$ cat config.mk
export PLATFORM = sky130hd
export DESIGN_NAME = hazard_control_unit
export DESIGN_NICKNAME = d
export VERILOG_FILES = /design/src/rtl/pipe_ctrl_pkg.sv /design/src/rtl/load_use_detect.sv /design/src/rtl/hazard_control_unit.sv
export SDC_FILE = /design/constraint.sdc
export NUM_CORES = 1
export LEC_CHECK = 0
export ABC_CLOCK_PERIOD_IN_PS = 2920
export BUFFER_PORTS_ARGS = -buffer_cell sky130_fd_sc_hd__buf_2
export CAP_MARGIN = 20
export CORE_ASPECT_RATIO = 1.5
export CORE_MARGIN = 1.5
export CORE_UTILIZATION = 50
export DETAILED_ROUTE_END_ITERATION = 8
export PLACE_DENSITY_LB_ADDON = 0.15
export SLEW_MARGIN = 0
export SYNTH_ARGS = -nofsm -noshare
export SYNTH_HDL_FRONTEND = slang
export SYNTH_SLANG_ARGS = --single-unit
$ cat constraint.sdc
create_clock -name clk -period 2.92 [get_ports clk]
set_clock_uncertainty 0.15 [all_clocks]
set_input_delay 0.292 -clock clk [delete_from_list [all_inputs] [get_ports clk]]
set_output_delay 0.292 -clock clk [all_outputs]
set_load 0.02 [all_outputs]
$ cat src/rtl/pipe_ctrl_pkg.sv
// Shared types and constants for the pipeline hazard/stall control logic.
package pipe_ctrl_pkg;

  // Sequencer states: normal flow, or frozen waiting on the MUL/DIV unit.
  typedef enum logic [0:0] {
    StRun    = 1'b0,
    StMcWait = 1'b1
  } hcu_state_e;

  localparam int unsigned RegAddrW = 5;
  // Register x0 is hardwired to zero, so it never creates a true dependency.
  localparam int unsigned RegX0    = 0;

endpackage

$ cat src/rtl/load_use_detect.sv
// Combinational load-use hazard compare between the ID and EX instructions.
module load_use_detect
  import pipe_ctrl_pkg::*;
#(
  parameter int unsigned REG_ADDR_W = RegAddrW
) (
  input  logic [REG_ADDR_W-1:0] rs1,
  input  logic [REG_ADDR_W-1:0] rs2,
  input  logic                  rs1_used,
  input  logic                  rs2_used,
  input  logic                  mem_read,
  input  logic [REG_ADDR_W-1:0] rd,
  output logic                  hazard
);

  logic rd_nonzero;
  logic rs1_match;
  logic rs2_match;

  // Flag an ID source that the in-flight load will write.
  always_comb begin
    rd_nonzero = (rd != REG_ADDR_W'(RegX0));
    rs1_match  = rs1_used && (rs1 == rd);
    rs2_match  = rs2_used && (rs2 == rd);
    hazard     = mem_read && rd_nonzero && (rs1_match || rs2_match);
  end

endmodule

$ cat src/rtl/hazard_control_unit.sv
// Stall/flush sequencer: load-use bubbles, branch flushes, MUL/DIV handshake
// with timeout, and a saturating stall-cycle counter.
module hazard_control_unit
  import pipe_ctrl_pkg::*;
#(
  parameter int unsigned REG_ADDR_W = RegAddrW,
  parameter int unsigned MC_TIMEOUT = 64,
  parameter int unsigned CNT_W      = 16
) (
  input  logic                  clk,
  input  logic                  rst,
  input  logic [REG_ADDR_W-1:0] if_id_rs1,
  input  logic [REG_ADDR_W-1:0] if_id_rs2,
  input  logic                  if_id_rs1_used,
  input  logic                  if_id_rs2_used,
  input  logic                  id_ex_mem_read,
  input  logic [REG_ADDR_W-1:0] id_ex_rd,
  input  logic                  id_ex_mc_op,
  input  logic                  ex_branch_taken,
  input  logic                  mc_done,
  output logic                  pc_write,
  output logic                  if_id_write,
  output logic                  id_ex_write,
  output logic                  id_ex_bubble,
  output logic                  if_id_flush,
  output logic                  ex_mem_bubble,
  output logic                  mc_start,
  output logic                  mc_error,
  output logic [CNT_W-1:0]      stall_count
);

  localparam int unsigned ToW = (MC_TIMEOUT > 2) ? $clog2(MC_TIMEOUT) : 1;
  localparam logic [ToW-1:0] ToLast = ToW'(MC_TIMEOUT - 1);

  hcu_state_e     state_q;
  logic [ToW-1:0] to_cnt_q;
  logic           mc_started_q;
  logic           mc_error_q;
  logic [CNT_W-1:0] stall_cnt_q;
  logic           load_use;

  load_use_detect #(
    .REG_ADDR_W (REG_ADDR_W)
  ) u_load_use_detect (
    .rs1      (if_id_rs1),
    .rs2      (if_id_rs2),
    .rs1_used (if_id_rs1_used),
    .rs2_used (if_id_rs2_used),
    .mem_read (id_ex_mem_read),
    .rd       (id_ex_rd),
    .hazard   (load_use)
  );

  // Same-cycle decode of enables, bubbles and start from state and hazards.
  always_comb begin
    pc_write      = 1'b1;
    if_id_write   = 1'b1;
    id_ex_write   = 1'b1;
    id_ex_bubble  = 1'b0;
    if_id_flush   = 1'b0;
    ex_mem_bubble = 1'b0;
    mc_start      = 1'b0;
    if (!rst) begin
      unique case (state_q)
        StRun: begin
          if (ex_branch_taken) begin
            // The squashed ID instruction makes any load-use hazard moot.
            if_id_flush  = 1'b1;
            id_ex_bubble = 1'b1;
          end else if (id_ex_mc_op && !mc_started_q) begin
            mc_start      = 1'b1;
            pc_write      = 1'b0;
            if_id_write   = 1'b0;
            id_ex_write   = 1'b0;
            ex_mem_bubble = 1'b1;
          end else if (load_use) begin
            pc_write     = 1'b0;
            if_id_write  = 1'b0;
            id_ex_bubble = 1'b1;
          end
        end
        StMcWait: begin
          // EX holds the mc op, so a taken branch cannot be present here.
          pc_write      = 1'b0;
          if_id_write   = 1'b0;
          id_ex_write   = 1'b0;
          ex_mem_bubble = 1'b1;
        end
        default: ;
      endcase
    end
  end

  // Sequencer state, MUL/DIV timeout and sticky error.
  always_ff @(posedge clk) begin
    if (rst) begin
      state_q      <= StRun;
      to_cnt_q     <= '0;
      mc_started_q <= 1'b0;
      mc_error_q   <= 1'b0;
    end else begin
      unique case (state_q)
        StRun: begin
          // The started op has left EX once ID/EX is written again.
          if (id_ex_write) begin
            mc_started_q <= 1'b0;
          end
          if (mc_start) begin
            state_q  <= StMcWait;
            to_cnt_q <= '0;
          end
        end
        StMcWait: begin
          to_cnt_q <= to_cnt_q + 1'b1;
          if (mc_done) begin
            state_q      <= StRun;
            mc_started_q <= 1'b1;
          end else if (to_cnt_q == ToLast) begin
            // Debug-only escape: release with a garbage result.
            state_q      <= StRun;
            mc_started_q <= 1'b1;
            mc_error_q   <= 1'b1;
          end
        end
        default: state_q <= StRun;
      endcase
    end
  end

  // Saturating count of cycles in which the PC was held.
  always_ff @(posedge clk) begin
    if (rst) begin
      stall_cnt_q <= '0;
    end else if (!pc_write && (stall_cnt_q != {CNT_W{1'b1}})) begin
      stall_cnt_q <= stall_cnt_q + 1'b1;
    end
  end

  assign mc_error    = mc_error_q;
  assign stall_count = stall_cnt_q;

endmodule

* After elaboration in Yosys (flattened, before gate mapping) *
Index checks and enable logic that the tools add are counted.

storage, ports and cells
  input bits = 23
  output and inout bits = 24
  bits in registers = 25
  word-level logic and storage cells = 61

operators by class
  add/sub/neg operators = 2
  equal/unequal tests = 7
  bitwise gates (word level) = 2
  reduce and logical (&&, ||, !) cells = 12
  muxes and demuxes = 33

operator list
  kind                   number
  $mux 1                 26
  $add 16x1->16 const B  1
  $ne 16x16->1 const B   1
  $pmux 6 s2             1
  $eq 5x5->1             2
  $pmux 1 s2             5
  $add 6x1->6 const B    1
  $eq 6x6->1 const B     1
  $logic_and 1x1->1      6
  $mux 6                 1
  $reduce_bool 5->1      1
  $ne 2x2->1 const B     2
  $ne 3x2->1 const B     1
  $reduce_and 3->1       1
  $logic_not 1->1        2
  $not 1->1              2
  $reduce_and 2->1       1
  $logic_or 1x1->1       1

* Depth between registers and ports, before layout *
  depth in word-level cells = 11
  depth in mapped cells = 8
  depth with buffers taken out = 7

* Hierarchy *
A second synthesis with hierarchy kept.

unflattened totals
  cells, all modules = 180
  area total of the unflattened synthesis = 1,551.5 um^2

by module, submodules not included
  module               area an instance (um^2)  seq. area each (um^2)  times used  cells each
  hazard_control_unit  1,417.6                  500.5                  1           163
  load_use_detect      133.9                    0.0                    1           17

* Worst setup path after synthesis *
No wires, ideal clock.

  kind = register -> output
  start = reg state_q
  end = out pc_write
  slack = 592 ps
  cell stages (with the launch flop) = 6
  arrival = 1,886 ps
  data required time = 2,478 ps
  cell sequence = dfxtp_1 > buf_2 > o21bai_1 > inv_1 > a21oi_1 > buf_4

between the ends
  longest elaborated chain between the ends = 3

ends and longest elaborated chain
  item                    RTL line                    RTL
  start, declared         hazard_control_unit.sv:35   hcu_state_e state_q;
  start signal, assigned  hazard_control_unit.sv:97   state_q <= StRun;
  start signal, assigned  hazard_control_unit.sv:109  state_q <= StMcWait;
  start signal, assigned  hazard_control_unit.sv:116  state_q <= StRun;
  $not 1->1               n/a
  $pmux 1 s2 *            n/a
  $mux 1 *                n/a
  end, declared           hazard_control_unit.sv:21   output logic pc_write,

Every way passes the cells marked *; elsewhere a longest branch is shown, timed or not.

* Final worst setup path *
  start = reg stall_cnt_q[0], in the netlist stall_count[0]
  end = reg stall_cnt_q[10], in the netlist stall_count[10]

between the ends
  longest elaborated chain between the ends = 2
  elaborated cells on any way between the ends = 3
  those cells by class = add/sub (1); eq/ne (1); reduce/logical (1)

ends and longest elaborated chain
  item                                                                   RTL line                    RTL
  start, declared                                                        hazard_control_unit.sv:39   logic [CNT_W-1:0] stall_cnt_q;
  start signal, assigned                                                 hazard_control_unit.sv:135  stall_cnt_q <= stall_cnt_q + 1'b1;
  parallel branches: the longest is 2 deep, another holds $add 16x1->16  n/a

Several ways; the timed one is not identified.
A chain may end at the register's enable or synchronous reset.

==> key figures <==
Job
  • Maxcap violations: 0

Drt
  • Initial DRC Count: 47
  • Routed Antenna Nets: 0
  • Via count: 1454
  • Via density: about 5.5
  • WL/cell: 13.39 µm
  • Drt pass-1 iters: 4
  • # DRC: 0
  • Drt total wl: 3509 µm

Setup path
  • Critical Path RT: 2.94 ns
  • CP max stage delay: 0.42 ns
  • CP Buf/Inv Count: 0
  • Crit path kind: flip-flop to flip-flop
  • Cells along the critical path: ha_1 -> nand4_1 -> nor2_1 -> nand4_1 -> and4_4 -> o2111ai_1 -> mux2_2
  • CP arrival: 2.39 ns
  • CP max stage cell: dfxtp_1
  • CP endpoint kind: flip-flop
  • CP most frequent cell: nand4_1
  • Critical Path Start Type: flip-flop
  • Crit-path leading delay family: simple AND/OR/NAND/NOR gates
  • Crit-path max FO: 11

Logic synthesis
  • Flops & latches, synth: 25
  • Syn Inst Count: 181
  • Yosys warning total: 0
  • Post-Syn Nets: 206
  • Largest cells by area after synthesis: dfxtp_1, xnor2_1, a21oi_1
  • Seq/Total Area, Yosys: 0.3376
  • Cell with the most instances after synthesis: dfxtp_1
  • Mean Syn Cell Area: approximately 8 µm²
  • Simple-gate share of the synthesized area: 0.2835
  • Share of the synthesized area in the top cell type: 0.3376
  • Ys flop type: dfxtp_1
  • Async S/R FF share, synth: 0
  • Post-synth EDFFs: 0
  • Synth Area in XOR/XNOR: 0.07679
  • Syn Std Cell Area: 1483 µm²
  • Netlist cell types: 44
  • Largest family of logic cells by synthesized area: simple AND/OR/NAND/NOR gates
  • Compound-gate portion of the synthesized area: 0.1544
  • Post-synthesis adder-cell area fraction: 0.01688
  • Cell taking the most area after synthesis: dfxtp_1
  • Most instantiated cells after synthesis: dfxtp_1, nor2_1, a21oi_1
  • Mux share of post-synthesis cell area: 0.07932

Clock tree
  • CTS sink cnt: 25
  • Worst-skew pair later-pin latency: ~0.27 ns
  • CTS Hold Bufs: 0
  • CTS root buf: clkbuf_8
  • Htree depth: 1
  • CTS clk-pin slew, worst paths: 0.09 ns
  • CTS max path bufs: 2
  • Post_cts resized: 0
  • Num CTS Buffers: 3
  • Postcts setup bufs: 0
  • CTS tree: yes

Placement
  • DP Cell Count: 258
  • I/O Buffers: 46
  • Final HPWL DP: 2719 µm
  • Post-placement setup slack: approximately 0.62 ns
  • Placed Area: between 1500 and 2000 µm²
  • Final RePlAce weighted congestion: 0.8744

Global routing
  • Grt ovf: 0
  • Initial antenna violation count: 0
  • GRT Total Usage: 0.2339
  • Vias in the first global route: 1424
  • Largest net degree at the start of global routing: 36
  • Wire length of the first global-routing pass: about 5900 µm

Layout
  • # diodes: 0
  • Post-layout util: 0.6211
  • Layout cells sized above 1: 0.2870
  • Area grow syn2layout: 19.49%
  • NumNets Final: 249
  • Final non-filler cell total: ~260
  • Post-route design area: roughly 1800 µm²

Timing
  • Final Slew Violations: 0
  • Final hold violations: 0
  • PnR worst setup slack: 0.5455 ns
  • Hold_ws: 0.08372 ns
  • RSZ-0062 raised after global routing: no
  • Final setup TNS: 0 ns
  • Final min period: about 2.4 ns
  • Fmax: 421.1 MHz
  • Slew @ Worst Pin: 0.5584 ns
  • Max transition margin: 0.6277
  • Tcrit/Tclk final: 0.8132
  • Final setup viols: 0

Floorplanning
  • Site Rows: 24
  • I/O pin total: 47
  • Die width: 47.46 µm
  • Starting density of the core: 0.5197
  • Area of the die: 3308 µm²
  • Core Area: roughly 2900 µm²
  • DIE HEIGHT: around 70 µm

Pwr
  • Pwr/cell area: 369.0 nW/µm²
  • LEAKAGE: 0.7562 nW
  • Peak supply drop: 0.1822 mV
  • Total power: 653.8 µW

Run status
  • Status: finished clean

Worst hold path
  • Hold Crit Class: input port to flip-flop
[sequential cells by signal (all words and copies together) (netlist names)]
name / cells
stall_count: 16
to_cnt_q: 6
mc_error: 1
mc_started_q: 1
state_q: 1
[final timing paths]
path | start | to | slack [ns] | depth (start not counted)
max | stall_count[0] | stall_count[10] | 0.55 | 7
max reg2reg | stall_count[0] | stall_count[10] | 0.55 | 7
min | mc_done | state_q | 0.08 | 2
min reg2reg | mc_error | mc_error | 0.35 | 2
[cell usage in the layout, fill, tap and decap left out, types with 5 or more instances in the layout]
cell type,instances
dfxtp_1,25
buf_2,46
nor2_1,15
o21ai_0,6
inv_1,7
nor3_1,5
nand2_1,10
a21oi_1,14
nand2b_1,6
xnor2_1,11
nand3_1,12
mux2i_1,5
nand4_1,10
[final cells by class]
class	count	area [µm²]
fillers	278	1081
multi-input cells	139	905.9
well taps	39	48.80
flip-flops and latches	25	500.5
inverters	8	30.03
clock inverters	1	7.507
repair buffers	47	237.7
clock buffers	3	41.29
[cell families after synthesis]
logic type	Yosys count
compound gates	35
flops	25
mux	11
simple gates	78
xor+xnor	13
buf+inv	17
fa+ha+maj	2
[layer usage]
metal | wire [µm] | share of wire | GRT usage
met5 | 0 | 0 | 0
met4 | 31 | 0.0088 | 0.06173
met3 | 78 | 0.022 | 0.01823
met2 | 2050 | 0.58 | 0.4369
met1 | 1349 | 0.38 | 0.2585
[power by group]
part           internal [mW]  switching [mW]  leakage [nW]
clock network         0.0968           0.116        0.0217
logic                 0.0389          0.0515         0.533
registers              0.345         0.00591         0.202
total                  0.480           0.173         0.756
Power figures use the tool's default switching activity.
